File: src/rtl/trace_frame_rx.sv
// Receive-side deframer for the capture-trace UART stream.
// A frame is PT, KEY and CT fields followed by SAMPLES trace bytes. Text
// fields are staged while they arrive and published together on completion;
// trace bytes stream out through a RAM write port.
module trace_frame_rx #(
    parameter int          PT_BYTES       = 16,
    parameter int          KEY_BYTES      = 16,
    parameter int          CT_BYTES       = 16,
    parameter int          SAMPLES        = 1024,
    parameter int          ADDR_W         = 10,
    parameter int          TIMEOUT_CYCLES = 65536,
    parameter logic [7:0]  DVLD_MARK      = 8'd255
) (
    input  logic                   clk,
    input  logic                   rst,
    input  logic                   rx_dv,
    input  logic [7:0]             rx_byte,
    output logic [PT_BYTES*8-1:0]  pt,
    output logic [KEY_BYTES*8-1:0] key,
    output logic [CT_BYTES*8-1:0]  ct,
    output logic                   smp_we,
    output logic [ADDR_W-1:0]      smp_addr,
    output logic [7:0]             smp_data,
    output logic                   mark_found,
    output logic [ADDR_W-1:0]      mark_idx,
    output logic                   frame_valid,
    output logic                   frame_err,
    output logic                   busy,
    output logic [15:0]            frame_count
);

    localparam int PT_W   = PT_BYTES * 8;
    localparam int KEY_W  = KEY_BYTES * 8;
    localparam int CT_W   = CT_BYTES * 8;
    localparam int MAX_A  = (PT_BYTES > KEY_BYTES) ? PT_BYTES : KEY_BYTES;
    localparam int MAX_B  = (CT_BYTES > SAMPLES) ? CT_BYTES : SAMPLES;
    localparam int MAX_N  = (MAX_A > MAX_B) ? MAX_A : MAX_B;
    localparam int CNT_W  = $clog2(MAX_N + 1);
    localparam int TMO_W  = $clog2(TIMEOUT_CYCLES + 1);

    typedef enum logic [2:0] {S_IDLE, S_PT, S_KEY, S_CT, S_SMP} state_t;

    state_t             state_q, state_d;
    logic [CNT_W-1:0]   cnt_q, cnt_d;
    logic [TMO_W-1:0]   tmo_q, tmo_d;
    logic [PT_W-1:0]    pt_s_q, pt_s_d, pt_q, pt_d;
    logic [KEY_W-1:0]   key_s_q, key_s_d, key_q, key_d;
    logic [CT_W-1:0]    ct_s_q, ct_s_d, ct_q, ct_d;
    logic               found_s_q, found_s_d;
    logic [ADDR_W-1:0]  idx_s_q, idx_s_d;
    logic               smp_we_q, smp_we_d;
    logic [ADDR_W-1:0]  smp_addr_q, smp_addr_d;
    logic [7:0]         smp_data_q, smp_data_d;
    logic               mark_found_q, mark_found_d;
    logic [ADDR_W-1:0]  mark_idx_q, mark_idx_d;
    logic               frame_valid_q, frame_valid_d;
    logic               frame_err_q, frame_err_d;
    logic               busy_q, busy_d;
    logic [15:0]        frame_count_q, frame_count_d;

    // Next-state: field sequencing, sample streaming, publication and timeout abort
    always_comb begin
        state_d       = state_q;
        cnt_d         = cnt_q;
        pt_s_d        = pt_s_q;
        key_s_d       = key_s_q;
        ct_s_d        = ct_s_q;
        found_s_d     = found_s_q;
        idx_s_d       = idx_s_q;
        pt_d          = pt_q;
        key_d         = key_q;
        ct_d          = ct_q;
        smp_we_d      = 1'b0;
        smp_addr_d    = smp_addr_q;
        smp_data_d    = smp_data_q;
        mark_found_d  = mark_found_q;
        mark_idx_d    = mark_idx_q;
        frame_valid_d = 1'b0;
        frame_err_d   = 1'b0;
        frame_count_d = frame_count_q;

        if (rx_dv || state_q == S_IDLE) tmo_d = '0;
        else                            tmo_d = tmo_q + TMO_W'(1);

        case (state_q)
            S_IDLE: if (rx_dv) begin
                pt_s_d    = PT_W'({pt_s_q, rx_byte});
                found_s_d = 1'b0;
                idx_s_d   = '0;
                if (PT_BYTES == 1) begin
                    cnt_d   = '0;
                    state_d = S_KEY;
                end else begin
                    cnt_d   = CNT_W'(1);
                    state_d = S_PT;
                end
            end
            S_PT: if (rx_dv) begin
                pt_s_d = PT_W'({pt_s_q, rx_byte});
                if (cnt_q == CNT_W'(PT_BYTES - 1)) begin
                    cnt_d   = '0;
                    state_d = S_KEY;
                end else cnt_d = cnt_q + CNT_W'(1);
            end
            S_KEY: if (rx_dv) begin
                key_s_d = KEY_W'({key_s_q, rx_byte});
                if (cnt_q == CNT_W'(KEY_BYTES - 1)) begin
                    cnt_d   = '0;
                    state_d = S_CT;
                end else cnt_d = cnt_q + CNT_W'(1);
            end
            S_CT: if (rx_dv) begin
                ct_s_d = CT_W'({ct_s_q, rx_byte});
                if (cnt_q == CNT_W'(CT_BYTES - 1)) begin
                    cnt_d   = '0;
                    state_d = S_SMP;
                end else cnt_d = cnt_q + CNT_W'(1);
            end
            S_SMP: if (rx_dv) begin
                smp_we_d   = 1'b1;
                smp_addr_d = ADDR_W'(cnt_q);
                smp_data_d = rx_byte;
                if (!found_s_q && rx_byte == DVLD_MARK) begin
                    found_s_d = 1'b1;
                    idx_s_d   = ADDR_W'(cnt_q);
                end
                // Publish uses the _d staging so a mark on the final sample counts
                if (cnt_q == CNT_W'(SAMPLES - 1)) begin
                    frame_valid_d = 1'b1;
                    pt_d          = pt_s_q;
                    key_d         = key_s_q;
                    ct_d          = ct_s_q;
                    mark_found_d  = found_s_d;
                    mark_idx_d    = idx_s_d;
                    frame_count_d = frame_count_q + 16'd1;
                    cnt_d         = '0;
                    state_d       = S_IDLE;
                end else cnt_d = cnt_q + CNT_W'(1);
            end
            default: state_d = S_IDLE;
        endcase

        // A byte on the terminal count cycle takes priority over the abort
        if (state_q != S_IDLE && !rx_dv && tmo_q == TMO_W'(TIMEOUT_CYCLES - 1)) begin
            frame_err_d = 1'b1;
            state_d     = S_IDLE;
            cnt_d       = '0;
            tmo_d       = '0;
            found_s_d   = 1'b0;
            idx_s_d     = '0;
        end

        busy_d = (state_d != S_IDLE);
    end

    // State and registered outputs
    always_ff @(posedge clk or posedge rst) begin
        if (rst) begin
            state_q       <= S_IDLE;
            cnt_q         <= '0;
            tmo_q         <= '0;
            pt_s_q        <= '0;
            key_s_q       <= '0;
            ct_s_q        <= '0;
            found_s_q     <= 1'b0;
            idx_s_q       <= '0;
            pt_q          <= '0;
            key_q         <= '0;
            ct_q          <= '0;
            smp_we_q      <= 1'b0;
            smp_addr_q    <= '0;
            smp_data_q    <= '0;
            mark_found_q  <= 1'b0;
            mark_idx_q    <= '0;
            frame_valid_q <= 1'b0;
            frame_err_q   <= 1'b0;
            busy_q        <= 1'b0;
            frame_count_q <= '0;
        end else begin
            state_q       <= state_d;
            cnt_q         <= cnt_d;
            tmo_q         <= tmo_d;
            pt_s_q        <= pt_s_d;
            key_s_q       <= key_s_d;
            ct_s_q        <= ct_s_d;
            found_s_q     <= found_s_d;
            idx_s_q       <= idx_s_d;
            pt_q          <= pt_d;
            key_q         <= key_d;
            ct_q          <= ct_d;
            smp_we_q      <= smp_we_d;
            smp_addr_q    <= smp_addr_d;
            smp_data_q    <= smp_data_d;
            mark_found_q  <= mark_found_d;
            mark_idx_q    <= mark_idx_d;
            frame_valid_q <= frame_valid_d;
            frame_err_q   <= frame_err_d;
            busy_q        <= busy_d;
            frame_count_q <= frame_count_d;
        end
    end

    assign pt          = pt_q;
    assign key         = key_q;
    assign ct          = ct_q;
    assign smp_we      = smp_we_q;
    assign smp_addr    = smp_addr_q;
    assign smp_data    = smp_data_q;
    assign mark_found  = mark_found_q;
    assign mark_idx    = mark_idx_q;
    assign frame_valid = frame_valid_q;
    assign frame_err   = frame_err_q;
    assign busy        = busy_q;
    assign frame_count = frame_count_q;

endmodule

File: config.mk
export PLATFORM = sky130hd
export DESIGN_NAME = trace_frame_rx
export DESIGN_NICKNAME = d
export VERILOG_FILES = /design/src/rtl/trace_frame_rx.sv
export SDC_FILE = /design/constraint.sdc
export NUM_CORES = 2
export LEC_CHECK = 0
export CAP_MARGIN = 20
export CORE_MARGIN = 1.5
export CORE_UTILIZATION = 56
export CTS_CLUSTER_SIZE = 40
export DETAILED_ROUTE_END_ITERATION = 8
export GPL_ROUTABILITY_DRIVEN = 0
export MAX_ROUTING_LAYER = met4
export PLACE_DENSITY = 0.83
export SLEW_MARGIN = 0
export SYNTH_ARGS = -nofsm -noshare
export SYNTH_HDL_FRONTEND = slang
export SYNTH_SLANG_ARGS = --single-unit
File: constraint.sdc
create_clock -name clk -period 59.2 [get_ports clk]
set_clock_uncertainty 0.15 [all_clocks]
set_input_delay 8.88 -clock clk [delete_from_list [all_inputs] [get_ports clk]]
set_output_delay 8.88 -clock clk [all_outputs]
set_load 0.1 [all_outputs]
### Yosys cells after proc, flatten, opt, wreduce, memory -nomap -nowiden

Cells that the tools add are included.

* reduce and logical (&&, ||, !) cells: 20
* mux-type cells: 36
* add/subtract/negate cells: 3
* eq/ne operators: 11

Operators by type and width (number)
* 11-bit two-way mux: 6
* 10-bit two-way mux: 4
* 17-bit two-way mux: 2
* 11-bit case mux with 3 select lines: 1
* 3-bit two-way mux: 10
* 10-bit case mux with 2 select lines: 1
* 17-bit by 1-bit adder with 17-bit output, second input constant: 1
* 17-bit by 16-bit == test with 1-bit output, second input constant: 1
* 16-bit by 1-bit adder with 16-bit output, second input constant: 1
* 3-bit case mux with 5 select lines: 1
* 11-bit by 1-bit adder with 11-bit output, second input constant: 1
* 11-bit by 10-bit == test with 1-bit output, second input constant: 1
* 11-bit by 4-bit == test with 1-bit output, second input constant: 1
* 1-bit two-way mux: 10
* 3-bit nonzero test: 3
* 8-bit == test, second input constant: 1
* 2-bit AND reduction: 4
* 3-bit by 2-bit == test with 1-bit output, second input constant: 2
* 3-bit AND reduction: 2
* 4-bit AND reduction: 1
* 4-bit nonzero test: 1
* 3-bit by 1-bit == test with 1-bit output, second input constant: 1
* 3-bit == test, second input constant: 1
* 1-bit logical AND: 3
* other kinds (9): 10

* register bits after elaboration: 859
* output and inout port bits: 433
* logic and storage cells: 90
* input bits: 11

### Depth between registers and ports, before layout

* depth in word-level cells: 6
* mapped depth: 11
* mapped depth without buffers: 10

### Worst setup path before layout

Ideal clock, no wire load.

* kind: input to register
* start: input port rx_dv
* end: register key_s_q[100]
* path slack: 48.914 ns
* setup time: 0.125 ns
* arrival: 10.011 ns
* path buffers: 3
* stages: 5
* data required time: 58.925 ns
* cell sequence: buf_2 -> and3b_1 -> clkbuf_1 -> buf_2 -> mux2_2

* cells in the longest elaborated chain, start to end: 1

RTL lines
* start: declaration: RTL line 16 `input logic rx_dv,`
* 2-bit AND reduction (no source line)
* end signal: assignment: RTL line 184 `key_s_q <= key_s_d;`
* end: declaration: RTL line 47 `logic [KEY_W-1:0] key_s_q, key_s_d, key_q, key_d;`

Every way passes these cells.
A chain may end at the register's enable or synchronous reset.

### Worst setup path after layout

* start: input port rx_dv
* end: register key_q[119], in the netlist key[119]

* cells in the longest elaborated chain, start to end: 1

RTL lines
* 3-bit AND reduction (no source line)
* end signal: assignment: RTL line 189 `key_q <= key_d;`
* end: declaration: RTL line 47

Every way passes these cells.

==> flow_metrics.tcl <==
set metrics [dict create \
    status "complete, no violations" \
    synth_cells 2836 \
    pin_count 444 \
    track_usage_pct 27.06 \
    antenna_left 0 \
    cp_max_fo 146 \
    cts.sinks 859 \
    syn-num-nets 2851 \
    rows 88 \
    grt_overflow 0 \
    portBuffers 443 \
    synth_top_area_cell "dfrtp_1" \
    dr.max_layer_used "met4" \
    start_kind "input port" \
    syn_area_um2 32650 \
    drtIter0Drc 1805 \
    hold_buffers 0 \
    end_kind "flip-flop" \
    ys_warn_count 0 \
    dpl.cell_count 3918 \
    cts_setup_buffers 0 \
    period_minus_slack_ns 13.15 \
    post_dp_cell_area_um2 37530 \
    die_w_um 244.4 \
    fin_crit_sh_pct 22.21 \
    path_class "input port to flip-flop" \
    ys_seq_elements 859 \
    avgSynthCellArea_um2 11.51 \
    wl_um 77490 \
    rsz0062_at_grt "no" \
    power_density_nw_per_um2 30.96 \
    drive_above_1_share_pct 17.01 \
    final_core_util_pct 69.91 \
    antenna_found_initial 3 \
    tns_ns 0 \
    final_area_um2 40340 \
    synth.most_common_cell "nand2_1" \
    grt_start_max_net_pins 196 \
    via_per_inst 5.409 \
    finalHoldViolations 0 \
    root_buffer "clkbuf_16" \
    synthFlopType "dfrtp_1" \
    met2_length_um 37920 \
    synth.area.top_cells "dfrtp_1 (66%), nand2_1 (14%), mux2_2 (13%)" \
    hpwl_um 49720 \
    dp_slack_ns 45.35 \
    critPathArrivalTime_ns 13.54 \
    drt-met1-wl_um 31590 \
    final_nets 3256 \
    synth_cell_types 46 \
    dr.pass1.iters 6 \
    synth_top_area_share_pct 65.84 \
    ir_drop_v 0.00002369 \
    grt_pass1_vias 22530 \
    setup_viol_count_final 0 \
    drc 0 \
    fillers 3834 \
    area_growth_pct 23.56 \
    initial_core_util_pct 56.58 \
    cts_buffers 84 \
    drv_slew 0 \
    clkLatencyLatePin_ns 0.62 \
    cts-resized-gates 0 \
    core_area_um2 57700 \
    synthArstFlopShare_pct 100.0 \
    clockBufferDepth 3 \
    required_ns 59.59 \
    met3_length_um 5461 \
    vias 22010 \
    fp.dieArea_um2 59750 \
    clock.fmax_ghz 0.07605 \
    p_leak_nw 20.56 \
    cts_tree "done" \
    wl_per_cell_um 19.04 \
    h-tree-depth 3 \
    slew_headroom_pct 26.82 \
    seq_area_frac_synth_pct 65.84 \
    die_h_um 244.4 \
    hp-class "flip-flop to flip-flop" \
    stdcell_count 4069 \
    grt_pass1_wl_um 124000 \
    synth_common_cells "nand2_1 (1236), dfrtp_1 (859), mux2_2 (386)" \
    tightest_slew_ns 1.094 \
    setup_slack_ns 46.05 \
    drv_cap 0 \
    clkTransAtPathRegs_ns 0.06 \
    synth-edff-count 0 \
]
[cell type report]
| class | count | area (um2) | area share (%) |
|---|---|---|---|
| Multi-Input combinational cell | 1824 | 10430 | 25.86 |
| Clock inverter | 27 | 234.0 | 0.5801 |
| Timing Repair Buffer | 465 | 4648 | 11.52 |
| Clock buffer | 121 | 2527 | 6.266 |
| Antenna cell | 1 | 2.502 | 0.006204 |
| Inverter | 7 | 41.29 | 0.1024 |
| Tap cell | 765 | 957.2 | 2.373 |
| Sequential cell | 859 | 21500 | 53.29 |
[flip-flops by register name, summed over array words and instances, names as in the netlist, 3 cells and up]
signal	cells
key	128
smp_data	8
ct_s_q	128
pt	128
key_s_q	128
smp_addr	10
ct	128
frame_count	16
pt_s_q	128
tmo_q	17
state_q	3
cnt_q	11
idx_s_q	10
mark_idx	10
[worst max-delay path, stage by stage]
cell,delay [ns]
clkdlybuf4s50_1,0.75
nand3_2,0.57
inv_2,0.50
nand2_4,0.41
inv_8,0.63
buf_4,0.81
buf_4,0.68
nand2_1,0.13
nand2_1,0.10
[cell usage in the layout (no fill, tap or decap), drive strengths merged, types with 9 or more instances in the layout]
cell type	count
dfrtp	859
o21ai	23
nand4	10
buf	22
clkbuf	121
xor2	13
mux2i	10
nand2	1236
clkdlybuf4s50	443
xnor2	17
nor2	33
nand3	18
mux2	386
clkinv	15
and3	9
a22o	18
[report_power, final]
group / switching (mW) / internal, mW / total (mW)
combinational: 0.0268 / 0.0320 / 0.0588
sequential: 0.0357 / 0.624 / 0.659
clock: 0.221 / 0.309 / 0.531
total: 0.284 / 0.965 / 1.25
[final timing paths]
| kind | slack (ns) | cells past startpoint | to | start |
|---|---|---|---|---|
| worst max-delay path | 46.05 | 9 | key[119] | rx_dv |
| worst min register to register | 0.31 | 2 | key[121] | key_s_q[121] |
| min in group asynchronous | 8.74 | 2 | key[36] | rst |
| max in group asynchronous | 47.78 | 4 | ct_s_q[95] | rst |
| worst min-delay path | 0.31 | 2 | key[121] | key_s_q[121] |
| worst max register to register | 54.37 | 9 | key[119] | state_q[1] |
[kinds of logic (layout without fill, tap and decap cells)]
| group | after synthesis | in the layout | synth area share, % |
|---|---|---|---|
| simple gates | 1339 | 1339 | 16.16 |
| flops | 859 | 859 | 65.84 |
| mux | 396 | 396 | 13.62 |
| buf+inv | 153 | 620 | 2.273 |
| compound gates | 55 | 55 | 1.146 |
| xor+xnor | 30 | 30 | 0.8048 |
| fa+ha+maj | 4 | 4 | 0.1533 |
| other cells | 0 | 1 | 0 |
[per-layer routing]
metal,vias to the layer above,track usage (%)
met5,-,-
met4,0,9.241
met3,162,5.279
met2,746,42.86
met1,11160,35.25
li1,9947,-
[metrics by stage]
stage / power [mW] / hold WS [ns]
after global routing: 1.293 / 0.3401
final: 1.249 / 0.3097
after detailed placement: 0.7276 / 0.3062
after global placement: 0.7212 / 0.2987
after CTS: 1.257 / 0.3154
after floorplan: 0.7055 / 0.2831
(Power assumes the default switching activity.)
